[src/rtl/spis_avbbuf.sv]
// SPI-slave side register/buffer stage feeding the AVMM bridge: command register,
// write-data FIFO (SPI -> bridge) and read-data FIFO (bridge -> SPI).
module spis_avbbuf #(
    parameter int WBUF_DEPTH = 16,
    parameter int RBUF_DEPTH = 16
) (
    input  logic        s_avmm_clk,
    input  logic        s_avmm_rst_n,
    input  logic        spi_wr,
    input  logic        spi_rd,
    input  logic [15:0] spi_addr,
    input  logic [31:0] spi_wdata,
    output logic [31:0] spi_rdata,
    output logic        spi_rdvld,
    output logic [7:0]  avmm_brstlen,
    output logic [1:0]  avmm_sel,
    output logic [16:0] avmm_offset,
    output logic        avmm_rdnwr,
    output logic        avmm_transvld,
    input  logic        avmmtransvld_up,
    output logic [31:0] reg2avb_wdata,
    input  logic        avb2reg_read_pulse,
    input  logic        avb2reg_write,
    input  logic [31:0] avb2reg_rdata_q,
    input  logic [15:0] avb2reg_addr,
    output logic        busy
);
    localparam int WAW = $clog2(WBUF_DEPTH);
    localparam int RAW = $clog2(RBUF_DEPTH);

    localparam logic [15:0] ADDR_CMD    = 16'h0000;
    localparam logic [15:0] ADDR_STATUS = 16'h0004;
    localparam logic [15:0] ADDR_WBUF   = 16'h0200;
    localparam logic [15:0] ADDR_RBUF   = 16'h1000;

    localparam int ST_DONE = 0, ST_CMD_ERR = 1, ST_WOVF = 2, ST_WUDF = 3,
                   ST_ROVF = 4, ST_RUDF = 5, ST_ADDR_ERR = 6;

    // Field order mirrors the CMD register layout, bits [28:0].
    typedef struct packed {
        logic [16:0] offset;
        logic        transvld;
        logic        rdnwr;
        logic [1:0]  sel;
        logic [7:0]  brstlen;
    } cmd_t;

    cmd_t        cmd_q, cmd_d, wcmd;
    logic [6:0]  status_q, status_d, st_set, st_clr;

    logic [31:0] w_mem [WBUF_DEPTH];
    logic [31:0] r_mem [RBUF_DEPTH];
    logic [WAW:0] w_wr_ptr, w_rd_ptr, w_cnt;
    logic [RAW:0] r_wr_ptr, r_rd_ptr, r_cnt;
    logic [8:0]  w_cnt9, r_cnt9, r_free9;
    logic        w_full, w_empty, r_full, r_empty;
    logic [31:0] w_head, r_head;

    logic        rd_en, wr_cmd, wr_status, w_push, w_push_ok, w_pop_ok;
    logic        r_push_addr_ok, r_push_ok, r_pop, r_pop_ok;
    logic        cmd_ok, cmd_accept;
    logic [31:0] rdata_d;
    logic        unused_bits;

    assign w_cnt   = w_wr_ptr - w_rd_ptr;
    assign r_cnt   = r_wr_ptr - r_rd_ptr;
    assign w_cnt9  = 9'(w_cnt);
    assign r_cnt9  = 9'(r_cnt);
    assign r_free9 = 9'(RBUF_DEPTH) - r_cnt9;
    assign w_full  = (w_cnt9 == 9'(WBUF_DEPTH));
    assign r_full  = (r_cnt9 == 9'(RBUF_DEPTH));
    assign w_empty = (w_cnt9 == 9'd0);
    assign r_empty = (r_cnt9 == 9'd0);
    assign w_head  = w_empty ? 32'd0 : w_mem[w_rd_ptr[WAW-1:0]];
    assign r_head  = r_empty ? 32'd0 : r_mem[r_rd_ptr[RAW-1:0]];

    assign busy          = cmd_q.transvld;
    assign avmm_transvld = cmd_q.transvld;
    assign avmm_brstlen  = cmd_q.brstlen;
    assign avmm_sel      = cmd_q.sel;
    assign avmm_offset   = cmd_q.offset;
    assign avmm_rdnwr    = cmd_q.rdnwr;
    assign reg2avb_wdata = w_head;
    assign unused_bits   = &{1'b0, spi_wdata[31:29]};

    // NOTE: every variable assigned in always_comb gets a default first so no latch is inferred.
    always_comb begin
        wcmd      = cmd_t'(spi_wdata[28:0]);
        rd_en     = spi_rd && !spi_wr;
        wr_cmd    = spi_wr && (spi_addr == ADDR_CMD);
        wr_status = spi_wr && (spi_addr == ADDR_STATUS);
        w_push    = spi_wr && (spi_addr == ADDR_WBUF);
        w_push_ok = w_push && !w_full;
        w_pop_ok  = avb2reg_read_pulse && !w_empty;
        r_push_addr_ok = (avb2reg_addr == ADDR_RBUF);
        r_push_ok = avb2reg_write && r_push_addr_ok && !r_full;
        r_pop     = rd_en && (spi_addr == ADDR_RBUF);
        r_pop_ok  = r_pop && !r_empty;

        cmd_ok = !busy && (wcmd.brstlen != 8'd0) && (wcmd.sel != 2'd3) &&
                 (wcmd.rdnwr ? (r_free9 >= {1'b0, wcmd.brstlen})
                             : (w_cnt9  >= {1'b0, wcmd.brstlen}));
        cmd_accept = wr_cmd && wcmd.transvld && cmd_ok;

        cmd_d = cmd_q;
        if (wr_cmd && !busy && (!wcmd.transvld || cmd_ok))
            cmd_d = wcmd;
        if (busy && avmmtransvld_up)
            cmd_d.transvld = 1'b0;

        st_clr = wr_status ? spi_wdata[6:0] : 7'd0;
        st_set = 7'd0;
        st_set[ST_DONE]     = busy && avmmtransvld_up;
        st_set[ST_CMD_ERR]  = wr_cmd && (busy || (wcmd.transvld && !cmd_ok));
        st_set[ST_WOVF]     = w_push && w_full;
        st_set[ST_WUDF]     = avb2reg_read_pulse && w_empty;
        st_set[ST_ROVF]     = avb2reg_write && r_full;
        st_set[ST_RUDF]     = r_pop && r_empty;
        st_set[ST_ADDR_ERR] = avb2reg_write && !r_push_addr_ok;
        status_d = (status_q & ~st_clr) | st_set;
        if (cmd_accept)
            status_d[ST_DONE] = 1'b0;

        rdata_d = 32'd0;
        case (spi_addr)
            ADDR_CMD:    rdata_d = {3'd0, cmd_q};
            ADDR_STATUS: rdata_d = {7'd0, busy, r_cnt9[7:0], w_cnt9[7:0], 1'b0, status_q};
            ADDR_WBUF:   rdata_d = w_head;
            ADDR_RBUF:   rdata_d = r_head;
            default:     rdata_d = 32'd0;
        endcase
    end

    // NOTE: sequential state uses non-blocking assignments so all registers update together.
    always_ff @(posedge s_avmm_clk or negedge s_avmm_rst_n) begin
        if (!s_avmm_rst_n) begin
            cmd_q     <= '0;
            status_q  <= '0;
            w_wr_ptr  <= '0;
            w_rd_ptr  <= '0;
            r_wr_ptr  <= '0;
            r_rd_ptr  <= '0;
            spi_rdata <= '0;
            spi_rdvld <= 1'b0;
        end else begin
            cmd_q     <= cmd_d;
            status_q  <= status_d;
            spi_rdvld <= rd_en;
            if (rd_en)     spi_rdata <= rdata_d;
            if (w_push_ok) w_wr_ptr  <= w_wr_ptr + 1'b1;
            if (w_pop_ok)  w_rd_ptr  <= w_rd_ptr + 1'b1;
            if (r_push_ok) r_wr_ptr  <= r_wr_ptr + 1'b1;
            if (r_pop_ok)  r_rd_ptr  <= r_rd_ptr + 1'b1;
        end
    end

    // NOTE: FIFO storage is not reset; the reset pointers make stale contents unreachable.
    always_ff @(posedge s_avmm_clk) begin
        if (w_push_ok) w_mem[w_wr_ptr[WAW-1:0]] <= spi_wdata;
        if (r_push_ok) r_mem[r_wr_ptr[RAW-1:0]] <= avb2reg_rdata_q;
    end
endmodule

[config.mk]
export PLATFORM = sky130hd
export DESIGN_NAME = spis_avbbuf
export DESIGN_NICKNAME = d
export VERILOG_FILES = /design/src/rtl/spis_avbbuf.sv
export SDC_FILE = /design/constraint.sdc
export NUM_CORES = 1
export LEC_CHECK = 0
export CORE_ASPECT_RATIO = 1.25
export CORE_MARGIN = 5
export CORE_UTILIZATION = 30
export CTS_CLUSTER_DIAMETER = 120
export DETAILED_ROUTE_END_ITERATION = 6
export PLACE_DENSITY = 0.56
export SYNTH_ARGS = -nofsm -noshare
export SYNTH_HDL_FRONTEND = slang
export SYNTH_SLANG_ARGS = --single-unit
[constraint.sdc]
create_clock -name s_avmm_clk -period 17.7 [get_ports s_avmm_clk]
set_input_delay 1.77 -clock s_avmm_clk [delete_from_list [all_inputs] [get_ports s_avmm_clk]]
set_output_delay 1.77 -clock s_avmm_clk [all_outputs]
set_load 0.03 [all_outputs]
==> results.env, run 1 <==
TOTAL_SWITCHING_POWER_mW=1.79
DIE_W_UM=352
CTS.REPAIR_TIMING.SETUP_BUFFER_COUNT=0
FF2FF_SETUP_SLACK_NS=12.15
DESIGN.PORTCOUNT=198
PROPORTION_OF_REGISTER_BITS_WITH_ASYNCHRONOUS_SET_OR_RESET_AFTER_SYNTHESIS=0.0800
SYNTHESIS.AREA_PER_INSTANCE_SQ_UM=20.3
STD_CELL_ROWS=157
MAX_CAP_VIOLATIONS=0
FINAL_STAGE_NET_COUNT=2554
HOLD_PATH_CLASS='reg2reg'
DESIGN.DIE.AREA_SQ_UM=154000
WORSTMARGINPINSLEW_NS=1.18
ROUTED_WIRE_LENGTH_PER_INSTANCE_UM=28.0
KIND_OF_CELL_ADDING_THE_MOST_DELAY_TO_THE_CRITICAL_PATH='buffers and inverters'
WORST-PATH-BUF-INV=3
ANT_NETS=0
H_TREE_DEPTH=3
YOSYS_MOST_USED_DFF='sky130_fd_sc_hd__edfxtp_1'
SYNTH_NETS=2301
FIRST_ITER_VIOLATIONS=2094
TNS_NS=0
CORE-AREA_SQ_UM=146000
WORST_PATH_MAX_DELAY_CELL='sky130_fd_sc_hd__buf_4'
SLEW_VIOL_FINAL=0
TIMING.MAX_SLEW.REL_SLACK=0.212
CLOCK_TREE.ROOT_CELL='sky130_fd_sc_hd__clkbuf_16'
GRT_PASS1_VIAS=23374
ROUTE.DETAILED.VIAS_PER_INST=5.12
POWER_DENSITY_nW_PER_UM2=127
POST-ROUTE-PERIOD-UTIL=0.410
SYNTH.DISTINCT_CELLS=66
WORST_SETUP_START_KIND='flop'
SKEW_NS=0.0752
GRT_FIRST_PASS_WIRELENGTH_UM=175000
FLOW.AREA_GROWTH_FROM_SYNTHESIS_PCT=18.5
NUM-FILL-CELLS=13388
CLK-INSERTION-DELAY-LATE_NS=0.73
POWER_FRAC_COMB=0.194
LEAKAGEPOWER_nW=16.6
NUM_VIAS=22603
START_UTIL=0.301
POWER.SHARE.CLOCK=0.358
SLOWEST_DELAY_NS=0.95
GRT_MAX_DEGREE=74
IR_DROP_mV=0.0892
HOLD_VIOLATIONS=0
UNREPAIRED_SETUP_ENDPOINTS_AFTER_GLOBAL_ROUTING='false'
ACHIEVABLE-FREQUENCY_MHz=138
DIE_Y_UM=438
CRITICAL_PATH_REQUIRED_NS=15.93
QUANTITY_OF_GATES_RESIZED_FOLLOWING_CTS=0
PORT_BUFFERS=197
DRT_WL_TOTAL_UM=124000
OVERFLOW=0
SW_FRAC_OF_TOTAL=0.271
CTS_TREE='done'
TRITONCTS_NUM_SINKS=1113
FIRSTDRTPASSITERS=5
NETLIST_INSTANCES=2161
CRITPATHARRIVALTIME_NS=5.50
SYNTH_ENABLE_FLOP_CELLS=1024
YOSYS_WARNINGS=0
PLACE_HPWL_UM=76900
GLOBALROUTETOTALUTIL=0.158
SYNTH_SEQ_CELLS=1113
TIMING.CRITICAL_PATH.CELLS='buf_4, buf_4, mux4_2, mux4_2, nor2b_1, clkdlybuf4s50_1'
DRIVE_GT1_FRAC=0.226
FINALCRITICALPERIOD_NS=7.27
TIMING.CRITICAL_PATH.FANOUT_MAX=55
GRT_ANTENNA_BEFORE_REPAIR=10
GP_CONGESTION=0.794
CRITPATHCAPTURETYPE='output port'
INTERNAL-POWER_mW=4.81
REMAINING_DRC_ERRORS=0
RESULT_OF_THE_RUN='complete, no violations'
FINALSETUPVIOLATIONS=0
SEQUENTIALPOWERSHARE=0.448
SYNTH_AREA_SQ_UM=43900
PATH_CLK_SLEW_NS=0.07
POSTCTSHOLDBUFS=0
CTS-ROOT-TO-SINK-BUFFERS=3
LAYOUT.CORE_UTILIZATION=0.357
SYNTH_SEQUENTIAL_AREA_RATIO=0.751
NUMBER_OF_BUFFERS_ADDED_BY_THE_CLOCK_TREE_SYNTHESIS_STEP=106
WORST-SETUP-PATH-TYPE='reg2out'
==> metal layers <==
metal  track usage  vias to the layer above  wire length [um]
met5             0                        -                41
met4        0.0577                        6              4620
met3        0.0384                      194              9670
met2         0.265                      863             60700
met1         0.200                    12100             48800
li1              -                     9440                 -
==> synth_stat cells (14+ instances only) <==
cell type                     n  area, sq um
sky130_fd_sc_hd__edfxtp_1  1024        30700
sky130_fd_sc_hd__mux4_2     268         6040
sky130_fd_sc_hd__nand2_1    155          582
sky130_fd_sc_hd__dfrtp_1     89         2230
sky130_fd_sc_hd__clkbuf_1    69          259
sky130_fd_sc_hd__ha_1        35          438
sky130_fd_sc_hd__a221oi_1    34          298
sky130_fd_sc_hd__a21oi_1     32          160
sky130_fd_sc_hd__nor2_1      29          109
sky130_fd_sc_hd__inv_1       28          105
sky130_fd_sc_hd__a22o_1      27          236
sky130_fd_sc_hd__and2_1      27          169
sky130_fd_sc_hd__buf_2       27          135
sky130_fd_sc_hd__nor4_1      26          163
sky130_fd_sc_hd__a22oi_1     21          158
sky130_fd_sc_hd__mux2_1      20          225
sky130_fd_sc_hd__nand3_1     19         95.1
sky130_fd_sc_hd__xnor2_1     18          158
sky130_fd_sc_hd__nor2b_1     17          106
sky130_fd_sc_hd__o21ai_1     17         85.1
sky130_fd_sc_hd__buf_1       14         52.6
sky130_fd_sc_hd__o211ai_1    14          105
==> per-stage QoR <==
step	worst slack, ns	instance area, sq um	hold WS, ns	total power [mW]	cells
2_1_floorplan	11.05	43900	0.456	3.78	2161
3_3_place_gp	11.03	48400	0.480	4.30	4214
3_5_place_dp	10.99	48400	0.480	4.32	4214
4_1_cts	10.17	52000	0.492	6.68	4414
5_1_grt	9.87	52000	0.503	6.84	4414
6_report	10.43	52100	0.491	6.60	4417
==> layout by cell type, fill, tap and decap left out, types with 17 or more instances in the layout <==
cell / Yosys / routed
sky130_fd_sc_hd__mux4_2: 268 / 268
sky130_fd_sc_hd__and2_2: 0 / 25
sky130_fd_sc_hd__xnor2_1: 18 / 18
sky130_fd_sc_hd__nor4_1: 26 / 22
sky130_fd_sc_hd__nand3_1: 19 / 19
sky130_fd_sc_hd__nand2_1: 155 / 155
sky130_fd_sc_hd__a22oi_1: 21 / 21
sky130_fd_sc_hd__nor2_1: 29 / 26
sky130_fd_sc_hd__buf_4: 2 / 65
sky130_fd_sc_hd__ha_1: 35 / 35
sky130_fd_sc_hd__clkinv_1: 2 / 21
sky130_fd_sc_hd__mux2_1: 20 / 20
sky130_fd_sc_hd__a21oi_1: 32 / 32
sky130_fd_sc_hd__a221oi_1: 34 / 34
sky130_fd_sc_hd__dfrtp_1: 89 / 84
sky130_fd_sc_hd__inv_1: 28 / 28
sky130_fd_sc_hd__o21ai_1: 17 / 17
sky130_fd_sc_hd__clkbuf_16: 0 / 107
sky130_fd_sc_hd__edfxtp_1: 1024 / 1024
sky130_fd_sc_hd__a22o_1: 27 / 27
sky130_fd_sc_hd__clkdlybuf4s50_1: 0 / 196
==> logic make-up after synthesis <==
kind of cell               Yosys count  share of synthesized area
DFF                               1113                      0.751
buffers and inverters              146                     0.0141
adders and majority gates           37                     0.0109
muxes                              309                      0.148
and+or+nand+nor                    335                     0.0385
xor gates and xnor gates            26                    0.00519
AOI/OAI and AO/OA                  195                     0.0327
==> power groups by stage <==
stage | Combinational (mW) | Sequential (mW) | Clock [mW]
after floorplan | 0.845 | 2.94 | 0
after CTS | 1.31 | 2.96 | 2.41
after global placement | 1.29 | 3.01 | 0
after detailed placement | 1.30 | 3.01 | 0
after global routing | 1.36 | 2.96 | 2.52
final | 1.28 | 2.96 | 2.36
==> worst paths after layout <==
check                              from                end  cells past startpoint
hold / removal              r_wr_ptr[4]        r_wr_ptr[4]                      1
min in group asynchronous  s_avmm_rst_n     avmm_offset[3]                      1
max in group asynchronous  s_avmm_rst_n        r_rd_ptr[2]                      2
setup reg to reg            r_rd_ptr[1]       r_mem[1][28]                     12
setup / recovery            w_rd_ptr[0]  reg2avb_wdata[22]                      6
hold reg to reg             r_wr_ptr[4]        r_wr_ptr[4]                      1
==> sequential cells by signal, indices dropped and copies added, names as in the netlist <==
signal	count
spi_rdvld	1
spi_rdata	32
w_rd_ptr	5
avmm_offset	17
avmm_rdnwr	1
avmm_sel	2
avmm_brstlen	8
r_wr_ptr	5
w_wr_ptr	5
status_q	7
r_mem	512
avmm_transvld	1
w_mem	512
r_rd_ptr	5
==> area by class of cell <==
class / count / area, sq um / share of cell area
well taps: 1908 / 2390 / 0.0459
clock inverters: 71 / 836 / 0.0161
multi-input cells: 902 / 10400 / 0.200
inverters: 30 / 113 / 0.00216
diodes: 3 / 7.51 / 0.000144
repair buffers: 261 / 2450 / 0.0471
flip-flops and latches: 1113 / 33000 / 0.634
clock buffers: 129 / 2850 / 0.0548
(Power assumes the default switching activity.)
==> run 2: changes to the inputs <==
clock period = 7.6 ns   (was 17.7 ns; I/O delays follow)
==> run 2 against run 1 <==
Global-route usage is 0.20 points higher. Combinational power is 140% higher. Total power is 130% higher. Final cell count hardly changed. Die area stayed put. Wire length is 1.5% higher. Via count is 0.23% higher. Critical endpoint is now reg2avb_wdata[10]. Largest cell class unchanged.
==> results.env, run 2 (synthesized netlist as in run 1, its figures left out) <==
RESULT_OF_THE_RUN='complete, no violations'  # unchanged
FINAL_STAGE_NET_COUNT=2556  # was 2554
HOLD_PATH_CLASS='reg2reg'  # unchanged
MAX_CAP_VIOLATIONS=0  # unchanged
REMAINING_DRC_ERRORS=0  # unchanged
GP_CONGESTION=0.828  # was 0.794
INTERNAL-POWER_mW=11.0  # was 4.81 mW
GRT_MAX_DEGREE=70  # was 74
SKEW_NS=0.0631  # was 0.0752 ns
NUMBER_OF_BUFFERS_ADDED_BY_THE_CLOCK_TREE_SYNTHESIS_STEP=104  # was 106
ROUTE.DETAILED.VIAS_PER_INST=5.13  # was 5.12
GRT_ANTENNA_BEFORE_REPAIR=21  # was 10
SLEW_VIOL_FINAL=0  # unchanged
DESIGN.DIE.AREA_SQ_UM=154000  # unchanged
CRITPATHARRIVALTIME_NS=5.17  # was 5.50 ns
WORST_SETUP_START_KIND='flop'  # unchanged
TIMING.MAX_SLEW.REL_SLACK=0.256  # was 0.212
CLK-INSERTION-DELAY-LATE_NS=0.73  # about the same
POWER_FRAC_COMB=0.203  # was 0.194
PLACE_HPWL_UM=80900  # was 76900 um
ANT_NETS=0  # unchanged
H_TREE_DEPTH=3  # unchanged
GLOBALROUTETOTALUTIL=0.160  # was 0.158
TNS_NS=0  # unchanged
FIRST_ITER_VIOLATIONS=2382  # was 2094
HOLD_VIOLATIONS=0  # unchanged
SW_FRAC_OF_TOTAL=0.276  # was 0.271
GRT_FIRST_PASS_WIRELENGTH_UM=178000  # was 175000 um
START_UTIL=0.301  # unchanged
OVERFLOW=0  # unchanged
WORST-SETUP-PATH-TYPE='reg2out'  # unchanged
IR_DROP_mV=0.197  # was 0.0892 mV
POWER_DENSITY_nW_PER_UM2=294  # was 127 nW/um^2
STD_CELL_ROWS=157  # unchanged
CTS_TREE='done'  # unchanged
FIN_WS_NS=1.67  # was 10.43 ns
NUM_VIAS=22654  # was 22603
CRITPATHCAPTURETYPE='output port'  # unchanged
CTS-ROOT-TO-SINK-BUFFERS=3  # unchanged
WORSTMARGINPINSLEW_NS=1.11  # was 1.18 ns
DIE_W_UM=352  # unchanged
FINALCRITICALPERIOD_NS=5.93
FIRSTDRTPASSITERS=7  # was 5
FLOW.AREA_GROWTH_FROM_SYNTHESIS_PCT=18.1  # was 18.5%
HIGHEST_COUNT_CELLS_IN_THE_LAYOUT_IGNORING_FILL_AND_TAPS='1024 x sky130_fd_sc_hd__edfxtp_1, 268 x sky130_fd_sc_hd__mux4_2, 196 x sky130_fd_sc_hd__clkdlybuf4s50_1'  # unchanged
PLACE_WS_NS=2.42  # was 10.99 ns
WORST_PATH_MAX_DELAY_CELL='sky130_fd_sc_hd__buf_4'  # unchanged
SEQUENTIALPOWERSHARE=0.449  # was 0.448
UNREPAIRED_SETUP_ENDPOINTS_AFTER_GLOBAL_ROUTING='false'  # unchanged
DIE_Y_UM=438  # unchanged
TOTALPOWERFINAL_mW=15.2  # was 6.60 mW
KIND_OF_CELL_ADDING_THE_MOST_DELAY_TO_THE_CRITICAL_PATH='buffers and inverters'  # unchanged
TOTAL_SWITCHING_POWER_mW=4.20  # was 1.79 mW
ACHIEVABLE-FREQUENCY_MHz=169
CORE-AREA_SQ_UM=146000  # unchanged
CRITICAL_PATH_REQUIRED_NS=6.84  # was 15.93 ns
TRITONCTS_NUM_SINKS=1113  # unchanged
DRIVE_GT1_FRAC=0.222  # was 0.226
TIMING.CRITICAL_PATH.CELLS='buf_4, mux4_2, a22o_1, a221oi_1, nor2_1, clkdlybuf4s50_1'  # was buf_4, buf_4, mux4_2, mux4_2, nor2b_1, clkdlybuf4s50_1
DESIGN.PORTCOUNT=198  # unchanged
POSTPLACECELLAREA_SQ_UM=48400  # about the same
DRT_WL_TOTAL_UM=126000  # was 124000 um
POST-ROUTE-PERIOD-UTIL=0.781
GRT_PASS1_VIAS=23725  # was 23374
PORT_BUFFERS=197  # unchanged
LAYOUT.CORE_UTILIZATION=0.355  # was 0.357
LAYOUT.CELL_AREA.NON_FILLER_SQ_UM=51900  # was 52100 sq um
FINALSETUPVIOLATIONS=0  # unchanged
ROUTED_WIRE_LENGTH_PER_INSTANCE_UM=28.4  # was 28.0 um
QUANTITY_OF_GATES_RESIZED_FOLLOWING_CTS=0  # unchanged
POWER.SHARE.CLOCK=0.348  # was 0.358
FINAL_COMMON_CELL='sky130_fd_sc_hd__edfxtp_1'  # unchanged
PATH_CLK_SLEW_NS=0.07  # about the same
LEAKAGEPOWER_nW=16.6  # about the same
WORST-PATH-BUF-INV=2  # was 3
CLOCK_TREE.ROOT_CELL='sky130_fd_sc_hd__clkbuf_16'  # unchanged
TIMING.CRITICAL_PATH.FANOUT_MAX=48  # was 55
SLOWEST_DELAY_NS=0.87  # was 0.95 ns
run 2: what timing repair did:
action	4_1_cts	5_1_grt
setup buffers	0	0
endpoints found under the hold margin	20	0
hold buffers	1	0
run 2: per-stage QoR:
step	hold slack, ns	cells
floorplan	0.456	2161
global placement	0.476	4217
detailed placement	0.486	4217
CTS	0.476	4412
global route	0.518	4412
finish	0.501	4416
run 2: power groups by stage:
stage                     combinational, mW  sequential (mW)  clock, mW
after global routing                   3.24             6.84       5.67
after detailed placement               3.13             6.97          0
after global placement                 3.09             6.97          0
after CTS                              3.13             6.84       5.42
after floorplan                        1.97             6.84          0
final                                  3.09             6.84       5.30
run 2: final cells by class:
type	count	area [sq um]
antenna	4	10.0
clock buffer	135	2780
clock inverter	59	688
fill	13438	94100
inverter	30	113
multi-input combinational	902	10400
sequential	1113	33000
tap	1908	2390
timing repair buffer	265	2480
run 2: worst paths after layout:
path,cells past startpoint,endpoint,start,slack [ns]
worst min-delay path,1,w_wr_ptr[4],w_wr_ptr[4],0.50
worst min register to register,1,w_wr_ptr[4],w_wr_ptr[4],0.50
worst max register to register,13,spi_rdata[16],r_rd_ptr[0],2.35
max in group asynchronous,3,w_rd_ptr[1],s_avmm_rst_n,5.67
min in group asynchronous,2,spi_rdata[25],s_avmm_rst_n,0.51
worst max-delay path,6,reg2avb_wdata[10],w_rd_ptr[0],1.67
run 2: per-layer routing:
layer	share of wire	vias up	wire, um	global-route usage
met4	0.036	14	4560	0.0570
met3	0.072	197	9050	0.0337
met5	0.00065	-	82	0
met1	0.39	12114	48900	0.198
met2	0.50	907	63000	0.277
li1	-	9422	-	-
run 2: worst reg2reg max path, cell delays in order, from the launching register on:
cell                       delay, ns
sky130_fd_sc_hd__dfrtp_4        1.01
sky130_fd_sc_hd__ha_1           0.38
sky130_fd_sc_hd__inv_1          0.06
sky130_fd_sc_hd__fa_1           0.43
sky130_fd_sc_hd__a21o_1         0.19
sky130_fd_sc_hd__a21oi_1        0.18
sky130_fd_sc_hd__xnor2_1        0.23
sky130_fd_sc_hd__inv_1          0.13
sky130_fd_sc_hd__ha_1           0.26
sky130_fd_sc_hd__or3b_2         0.49
sky130_fd_sc_hd__or2_2          0.33
sky130_fd_sc_hd__nor4_4         0.81
sky130_fd_sc_hd__a221oi_1       0.43
sky130_fd_sc_hd__o21ai_1        0.24
